--- src/rtl/controller_input_conditioner.sv ---
// Conditions the raw DE1-SoC push-buttons and slide switches into a clean NES button byte.
// Each input is normalised to 1 = pressed, synchronised, and debounced. Opposing D-pad
// directions are masked, and a strobe-latched snapshot follows $4016 semantics.
module controller_input_conditioner #(
    parameter int unsigned DEBOUNCE_CYCLES = 500000,
    parameter int unsigned CNT_W           = 20,
    parameter bit          KEY_ACTIVE_LOW  = 1'b1,
    parameter bit          DPAD_LOCKOUT    = 1'b1
) (
    input  logic       clk,
    input  logic       reset,
    input  logic [9:0] BOARD_SW,
    input  logic [3:0] BOARD_KEY,
    input  logic       latch,
    output logic [7:0] buttons,
    output logic [7:0] snapshot,
    output logic       changed
);

    localparam logic [CNT_W-1:0] CNT_LAST = CNT_W'(DEBOUNCE_CYCLES - 1);

    logic [3:0]       key_norm;
    logic [7:0]       raw;
    logic [7:0]       sync1_q, sync2_q;
    logic [7:0]       stable_q, stable_d;
    logic [CNT_W-1:0] cnt_q [8];
    logic [CNT_W-1:0] cnt_d [8];
    logic [7:0]       prev_q;
    logic             changed_q;
    logic [7:0]       snapshot_q;
    logic             unused_sw;

    // The upper switches are not mapped to any button.
    assign unused_sw = ^BOARD_SW[9:4];

    // Normalise polarity and place each pin at its NES button position.
    always_comb begin
        key_norm = KEY_ACTIVE_LOW ? ~BOARD_KEY : BOARD_KEY;
        raw = {BOARD_SW[0], BOARD_SW[3], BOARD_SW[1], BOARD_SW[2],
               key_norm[1], key_norm[0], key_norm[3], key_norm[2]};
    end

    // Two-flop synchroniser per bit; resets to released.
    always_ff @(posedge clk or posedge reset) begin
        if (reset) begin
            sync1_q <= 8'h00;
            sync2_q <= 8'h00;
        end else begin
            sync1_q <= raw;
            sync2_q <= sync1_q;
        end
    end

    // Per-bit debounce: a new level needs DEBOUNCE_CYCLES consecutive mismatches.
    always_comb begin
        stable_d = stable_q;
        for (int i = 0; i < 8; i++) begin
            cnt_d[i] = cnt_q[i];
            if (sync2_q[i] == stable_q[i]) begin
                cnt_d[i] = '0;
            end else if (cnt_q[i] == CNT_LAST) begin
                stable_d[i] = sync2_q[i];
                cnt_d[i]    = '0;
            end else begin
                cnt_d[i] = cnt_q[i] + CNT_W'(1);
            end
        end
    end

    // Debounce state registers.
    always_ff @(posedge clk or posedge reset) begin
        if (reset) begin
            stable_q <= 8'h00;
            for (int i = 0; i < 8; i++) begin
                cnt_q[i] <= '0;
            end
        end else begin
            stable_q <= stable_d;
            for (int i = 0; i < 8; i++) begin
                cnt_q[i] <= cnt_d[i];
            end
        end
    end

    // D-pad lockout: opposing directions held together read as neither.
    always_comb begin
        buttons = stable_q;
        if (DPAD_LOCKOUT) begin
            if (stable_q[4] && stable_q[5]) begin
                buttons[5:4] = 2'b00;
            end
            if (stable_q[6] && stable_q[7]) begin
                buttons[7:6] = 2'b00;
            end
        end
    end

    // Change detect against the previous cycle's button byte.
    always_ff @(posedge clk or posedge reset) begin
        if (reset) begin
            prev_q    <= 8'h00;
            changed_q <= 1'b0;
        end else begin
            prev_q    <= buttons;
            changed_q <= (buttons != prev_q);
        end
    end

    // Strobe capture: reloads every cycle while latch is high, holds otherwise.
    always_ff @(posedge clk or posedge reset) begin
        if (reset) begin
            snapshot_q <= 8'h00;
        end else if (latch) begin
            snapshot_q <= buttons;
        end
    end

    assign snapshot = snapshot_q;
    assign changed  = changed_q;

endmodule

--- config.mk ---
export PLATFORM = sky130hd
export DESIGN_NAME = controller_input_conditioner
export DESIGN_NICKNAME = d
export VERILOG_FILES = /design/src/rtl/controller_input_conditioner.sv
export SDC_FILE = /design/constraint.sdc
export NUM_CORES = 1
export LEC_CHECK = 0
export BUFFER_PORTS_ARGS = -buffer_cell sky130_fd_sc_hd__buf_2
export CORE_MARGIN = 2
export CORE_UTILIZATION = 56
export DETAILED_ROUTE_END_ITERATION = 8
export PLACE_DENSITY = 0.86
export SYNTH_ARGS = -nofsm -noshare
export SYNTH_HDL_FRONTEND = slang
export SYNTH_SLANG_ARGS = --single-unit
--- constraint.sdc ---
create_clock -name clk -period 5.4 [get_ports clk]
set_input_delay 0 -clock clk [delete_from_list [all_inputs] [get_ports clk]]
set_output_delay 0 -clock clk [all_outputs]
set_load 0.1 [all_outputs]
Word-level counts from Yosys, hierarchy flattened. Cells that the tools add are included. Widths: inputs -> output; s select.

Register bits: 201. Input port bits: 17. Output and inout bits: 17. Logic and storage cells: 83.

$add $sub $neg: 8. Equality and inequality tests: 17. Muxes and demuxes: 18. Bitwise logic cells: 9. Reduce and logical (&&, ||, !) cells: 10.

Operators with widths (count): $mux 20 (16); $add 20x1->20 const B (8); $eq 20x19->1 const B (8); $reduce_and 2->1 (8); $eq 1x1->1 (8); $ne 8x8->1 (1); $not 1->1 (8); $mux 2 (2); $not 4->4 (1); $logic_and 1x1->1 (2).

Longest topological paths before layout. Gate-level depths: netlist of the first run.

Word-level depth: 3. Gate-level depth with buffers: 7. Depth with buffers taken out: 5.

Worst setup path after synthesis of the first run. Ideal clock, no wire load.

Path type: register to register. Start point: register cnt_q[126] (netlist bit). End point: register stable_q[1]. Library setup time: 0.125 ns. Data arrival time: 1.914 ns. Required time: 5.275 ns. Path slack: 3.361 ns. Cell stages (with the launch flop): 5. Buffers on the path: 0. Period minus slack after synthesis: 2.039 ns. Cells stage by stage: dfrtp_1 > or4bb_1 > or4_4 > nor2_1 > mux2_2.

Word-level cells in the longest chain between the ends: 2.

RTL lines: start: declaration (line 26) `logic [CNT_W-1:0] cnt_q [8];`; start signal: indexed assignment (line 80) `cnt_q[i] <= cnt_d[i];`; $eq 20x19->1 (line 61) `end else if (cnt_q[i] == CNT_LAST) begin`; $reduce_and 2->1 (no source line); end signal: assignment (line 78) `stable_q <= stable_d;`; end: declaration (line 25) `logic [7:0] stable_q, stable_d;`.

No other way between the ends. A chain may end at the register's enable or synchronous reset.

==> impl_results.md, run 1 <==
- Leading area contributor after synthesis: dfrtp_1
- Reg2Reg Launch Point: cnt_q[40]
- Post-synthesis compound-gate area fraction: 5.60%
- Area share of the largest cell type after synthesis: 52.7%
- DR vias: 7140
- Slew @ Worst Pin: ~1.3 ns
- Layout Nets: about 1000
- DRC viols: 0
- Clk slew on worst S/H paths: 0.06 ns
- Register area share after synthesis: 52.7%
- F_max: 426 MHz
- Vias per Instance: 5.86
- VDD IR-drop max: 312 µV
- Clock H-tree levels: 1
- Number of global-route vias before repair: 6916
- Synth Register Bits: 201
- Post-synth ARST share: 100%
- Share of layout cells above drive strength 1: 11.7%
- Post-DP HPWL: ~12000 µm
- Final RePlAce weighted congestion: 0.840
- Fin crit share: a little over two fifths
- Die Wd: about 130 µm
- Final WL: roughly 19000 µm
- Yosys warns: 0
- Leakage: 4.32 nW
- Count of cell types in the netlist: 50
- CP Launch Type: flip-flop
- Top Ports: 34
- Top-count cell post-synth: dfrtp_1
- Largest family of logic cells by synthesized area: simple AND/OR/NAND/NOR gates
- Post-Place Cells: 1169
- Xor/xnor share of the synthesized area: 10.9%
- Die area: ~18000 µm²
- Net Sw Frac: 22.0%
- Met1 WL: 8190 µm
- N_diodes: 0
- Outcome: finished, final reports clean
- Worst-path fanout max: 10
- # rows: 47
- Int Pwr: 2.42 mW
- Post-route insts no fill: between 1000 and 1500
- Core area: 16600 µm²
- First-pass GRT wire length: 32000 µm
- WL met2: a little over 9000 µm
- Cts bufs inserted: 22
- Die height: ~130 µm
- Clock Skews: 0.0174 ns
- Initial core utilization: 57.4%
- Cells after synthesis: 940
- Fillers: 1265
- Ranking of synthesized cells by area: dfrtp_1 53%, xnor2_1 7.9%, nor2_1 5.4%
- Wire per inst: around 15 µm
- Syn Std Cell Area: around 9500 µm²
- Initial DRC Count: 374
- Final worst path period need: 2.35 ns
- Max cap viols: 0
- Net Switching: 0.684 mW
- Top routing layer in use: met4
- Number of synthesized flops with an enable pin: 0
- Largest net degree at the start of global routing: 71
- GRT overflow: 0
- Worst path arrival time: ~2.7 ns
- Final ANT Viol Nets: 0
- Initial antenna violation count: 0
- Clock Power Share: 47.1%
- Final Setup Violations: 0
- Slew Viols, Final: 0
- Clock buffer depth: 3
- GRT Total Usage: 21.1%
- Critical Path RT: 5.78 ns
- Top post-synthesis cells by count: 201 x dfrtp_1, 138 x nor2_1, 86 x xnor2_1
- Post-Synth Simple-Gate Area: 24.5%
- Critical Path Start: cnt_q[40]
- Setup tns final: 0 ns
- CTS Root Cell: clkbuf_16
- Fin. Hold Viols: 0
- Hold_sp: BOARD_SW[0]
- Most used DFF post-synth: dfrtp_1
- RSZ-0062 raised after global routing: no
- IO buf count: 27
- Sink Count: roughly 200
- Met3 wire length: 810 µm
- Syn nets: 965
- TritonCTS clock tree: yes
- Synth Area per Inst: 10.2 µm²
- Endpoint class of the critical path: flip-flop
- Total iterations of the first detailed-routing run: 5
- Area grow syn2layout: 12.1%
- CP Class: reg -> reg
- Synth Area in Adders: 1.05%
- Flop pwr share: 49.8%
- Final core utilization: 64.3%
- PwrDens: approximately 290 nW/µm²
- Slew headroom: 14.4%
- Mux cell area share after synthesis: 2.20%
- Combinational Power Share: just over 3%
- Worst-skew pair later-pin latency: 0.51 ns
- Worst hold path type: in -> reg
path summary, 6_finish.rpt:
| path | endpoint | slack [ns] | depth (start not counted) |
|---|---|---|---|
| worst min-delay path | sync1_q[7] | 0.14 | 2 |
| worst min register to register | sync2_q[0] | 0.35 | 0 |
| worst max register to register | cnt_q[57] | 3.05 | 5 |
| max in group asynchronous | cnt_q[21] | 3.82 | 4 |
| min in group asynchronous | cnt_q[61] | 0.21 | 3 |
| worst max-delay path | cnt_q[57] | 3.05 | 5 |
metrics by stage:
stage | setup WS, ns | hold slack (ns) | cell area [µm²] | power (mW)
after floorplan | 2.80 | 0.0314 | 9550 | 1.64
after global placement | 3.14 | 0.108 | 9880 | 1.66
after detailed placement | 3.03 | 0.109 | 9880 | 1.67
after CTS | 3.05 | 0.123 | 10700 | 3.14
after global routing | 2.80 | 0.136 | 10700 | 3.22
final | 3.05 | 0.142 | 10700 | 3.11
power by group through the flow:
stage          Sequential, mW  Clock [mW]  Combinational [mW]
2_1_floorplan            1.57           0              0.0709
3_3_place_gp             1.57           0              0.0900
3_5_place_dp             1.58           0              0.0919
4_1_cts                  1.55        1.49              0.0982
5_1_grt                  1.55        1.56               0.111
6_report                 1.55        1.46              0.0954
layout make-up:
class	instances	area, µm²	area share (%)
repair buffers	44	288	2.69
inverters	43	165	1.54
flip-flops and latches	201	5030	47.0
clock inverters	11	95.1	0.889
multi-input cells	671	4220	39.4
well taps	220	275	2.57
clock buffers	29	627	5.86
worst max-delay path: stages, from the launching register on:
cell and delay (ns):
dfrtp_1 0.38, ha_1 0.22, nand4_1 0.40, o41ai_2 0.85, buf_4 0.31, a21oi_1 0.06
metal layers:
metal	vias up	track usage (%)
li1	3423	-
met1	3493	28.1
met2	189	36.1
met3	35	3.23
met4	0	5.85
met5	-	0
state kept, by name, summed over array words and instances, names as in the netlist:
signal    cells
snapshot      8
sync2_q       8
prev_q        8
stable_q      8
sync1_q       8
cnt_q       160
changed       1
timing repair:
action                                 4_1_cts  5_1_grt
hold buffers                                10        0
setup buffers                                0        0
endpoints found under the hold margin       54        0
resized for setup                            0        0
kinds of logic (layout without fill, tap and decap cells):
logic type / count (synthesis) / after routing
simple gates: 442 / 442
mux: 19 / 19
compound gates: 83 / 83
xor+xnor: 119 / 119
fa+ha+maj: 8 / 8
buf+inv: 68 / 127
flops: 201 / 201
cells in the final DEF (no fill, tap or decap), drive strengths merged, types with 33 or more instances in the layout:
cell type | Yosys | final
dfrtp | 201 | 201
nor2 | 138 | 138
xnor2 | 86 | 86
nand3 | 59 | 59
nand4 | 52 | 52
inv | 43 | 42
nand2 | 38 | 38
nor4 | 35 | 35
a21oi | 35 | 35
buf | 13 | 34
xor2 | 33 | 33
Power figures use the tool's default switching activity.
==> run 2, diff against run 1 <==
==> constraint.sdc (replaced) <==
create_clock -name clk -period 2.05 [get_ports clk]
set_input_delay 0 -clock clk [delete_from_list [all_inputs] [get_ports clk]]
set_output_delay 0 -clock clk [all_outputs]
set_load 0.1 [all_outputs]
==> run 2 against run 1 <==
Net effect: cell area up 4.1%; global-route usage up 0.63 points; via count up 2.8%; clock skew down 0.0043 ns; non-clock buffer count up 51; core utilization up 2.6 points; final cell count up 4.1%; critical endpoint is now stable_q[1]; largest cell class unchanged; largest power group unchanged; highest routed layer unchanged.
==> impl_results.md, run 2 (synthesized netlist as in run 1, its figures left out) <==
- Final ANT Viol Nets: 0
- CP Buf/Inv Count: 0
- PwrDens: 739 nW/µm²
- Vias per Instance: 5.78
- Max stage delay on crit path: 0.59 ns
- VDD IR-drop max: 713 µV
- Worst path arrival time: approximately 2.4 ns
- Worst-path fanout max: 2
- Largest net degree at the start of global routing: roughly 150
- Final Setup Violations: 0
- Post-DP HPWL: ~13000 µm
- Slew Viols, Final: 0
- Die height: 135 µm
- First-pass GRT wire length: 33000 µm
- TritonCTS clock tree: yes
- DR vias: approximately 7300
- Most frequent cells in the layout: 201 x dfrtp_1, 137 x nor2_1, 86 x xnor2_1
- F_max: 498 MHz
- Core area: 16600 µm²
- Total iterations of the first detailed-routing run: 5
- Max cap viols: 0
- Post-Place Cells: about 1200
- Share of layout cells above drive strength 1: 15.9%
- Cts bufs inserted: 22
- IO buf count: 27
- DRC viols: 0
- Clock Skews: 0.0131 ns
- CTS Root Cell: clkbuf_16
- Initial antenna violation count: 0
- Endpoint class of the critical path: flip-flop
- Fin crit share: 97.9%
- Crit path max-delay cell type: or4_4
- CP delay by family, top: simple AND/OR/NAND/NOR gates
- Final worst path period need: 2.01 ns
- CP Class: reg -> reg
- RSZ-0062 raised after global routing: yes
- Worst-skew pair later-pin latency: 0.50 ns
- Clock buffer depth: 3
- CP Launch Type: flip-flop
- Wire per inst: 15.1 µm
- Final WL: just under 20000 µm
- Slew headroom: about half
- CP cell instances: or4bb_1 > or4_4 > nor2_4 > mux2_2
- Reg with most FFs: cnt_q
- Number of global-route vias before repair: 7303
- Die Wd: 135 µm
- Top Ports: 34
- Leakage: 4.57 nW
- Clk slew on worst S/H paths: 0.06 ns
- GRT Total Usage: 21.7%
- Layout Nets: ~1100
- N_diodes: 0
- Post-route insts no fill: 1269
- Outcome: finished, final reports clean
- Hold_ws: about 0.14 ns
- Worst hold path type: in -> reg
- Most common cell after layout, fill and taps aside: dfrtp_1
- Initial core utilization: around 57%
- Slew @ Worst Pin: 0.750 ns
- Final RePlAce weighted congestion: 0.873
- Die area: 18100 µm²
- Clock H-tree levels: 1
- Critical Path RT: ~2.4 ns
- Area grow syn2layout: 16.7%
- Initial DRC Count: 462
- GRT overflow: 0
- Sink Count: 201
- Fin. Hold Viols: 0
- # rows: 47
- Number of flip-flops in the largest register: 160
==> run 2: per-stage QoR <==
step                      power (mW)  setup WS (ns)  util, %  cell area [µm²]  TNS [ns]
after CTS                       8.30        0.00270     66.7            11100         0
after global placement          4.40         0.0315     61.7            10300         0
after global routing            8.52       -0.00952     66.9            11100  -0.00952
final                           8.23         0.0437     66.9            11100         0
after floorplan                 4.32         -0.552        -             9550   -111.02
after detailed placement        4.41         0.0122     61.7            10300         0
==> run 2: worst paths after layout <==
check,from,cells after the start,endpoint,slack [ns]
max in group asynchronous,reset,4,cnt_q[143],1.18
min reg2reg,sync1_q[6],0,sync2_q[6],0.35
min in group asynchronous,reset,4,cnt_q[63],0.21
max reg2reg,cnt_q[126],4,stable_q[1],0.04
min,BOARD_SW[2],2,sync1_q[4],0.14
max,cnt_q[126],4,stable_q[1],0.04
==> run 2: report_power, final <==
group | switching [mW] | internal (mW)
Sequential | 0.0545 | 4.02
Combinational | 0.182 | 0.0983
Clock | 1.50 | 2.37
Total | 1.74 | 6.49
==> run 2: routing by layer <==
metal	GRT usage [%]	share of wire, %	vias up
met5	0	0	-
met4	6.26	2.1	0
met3	3.53	4.1	35
met2	37.4	50	155
met1	28.6	44	3627
li1	-	-	3521
==> run 2: worst register-to-register path: stages, from the launching register on <==
cell and delay (ns):
dfrtp_1 0.37, or4bb_1 0.49, or4_4 0.59, nor2_4 0.11, mux2_2 0.33
==> run 2: final cells by class <==
cell class                      count  area (µm²)
Tap cell                          220         275
Fill cell                        1200        5500
Inverter                           43         165
Sequential cell                   201        5030
Clock inverter                      1        5.00
Clock buffer                       38         722
Timing Repair Buffer               95         687
Multi-Input combinational cell    671        4250
==> run 2: what timing repair did <==
item	4_1_cts	5_1_grt
gates resized for setup	0	7
hold buffers	10	0
endpoints found under the hold margin	217	0
buffers inserted	0	1
endpoints found under the setup margin	0	23
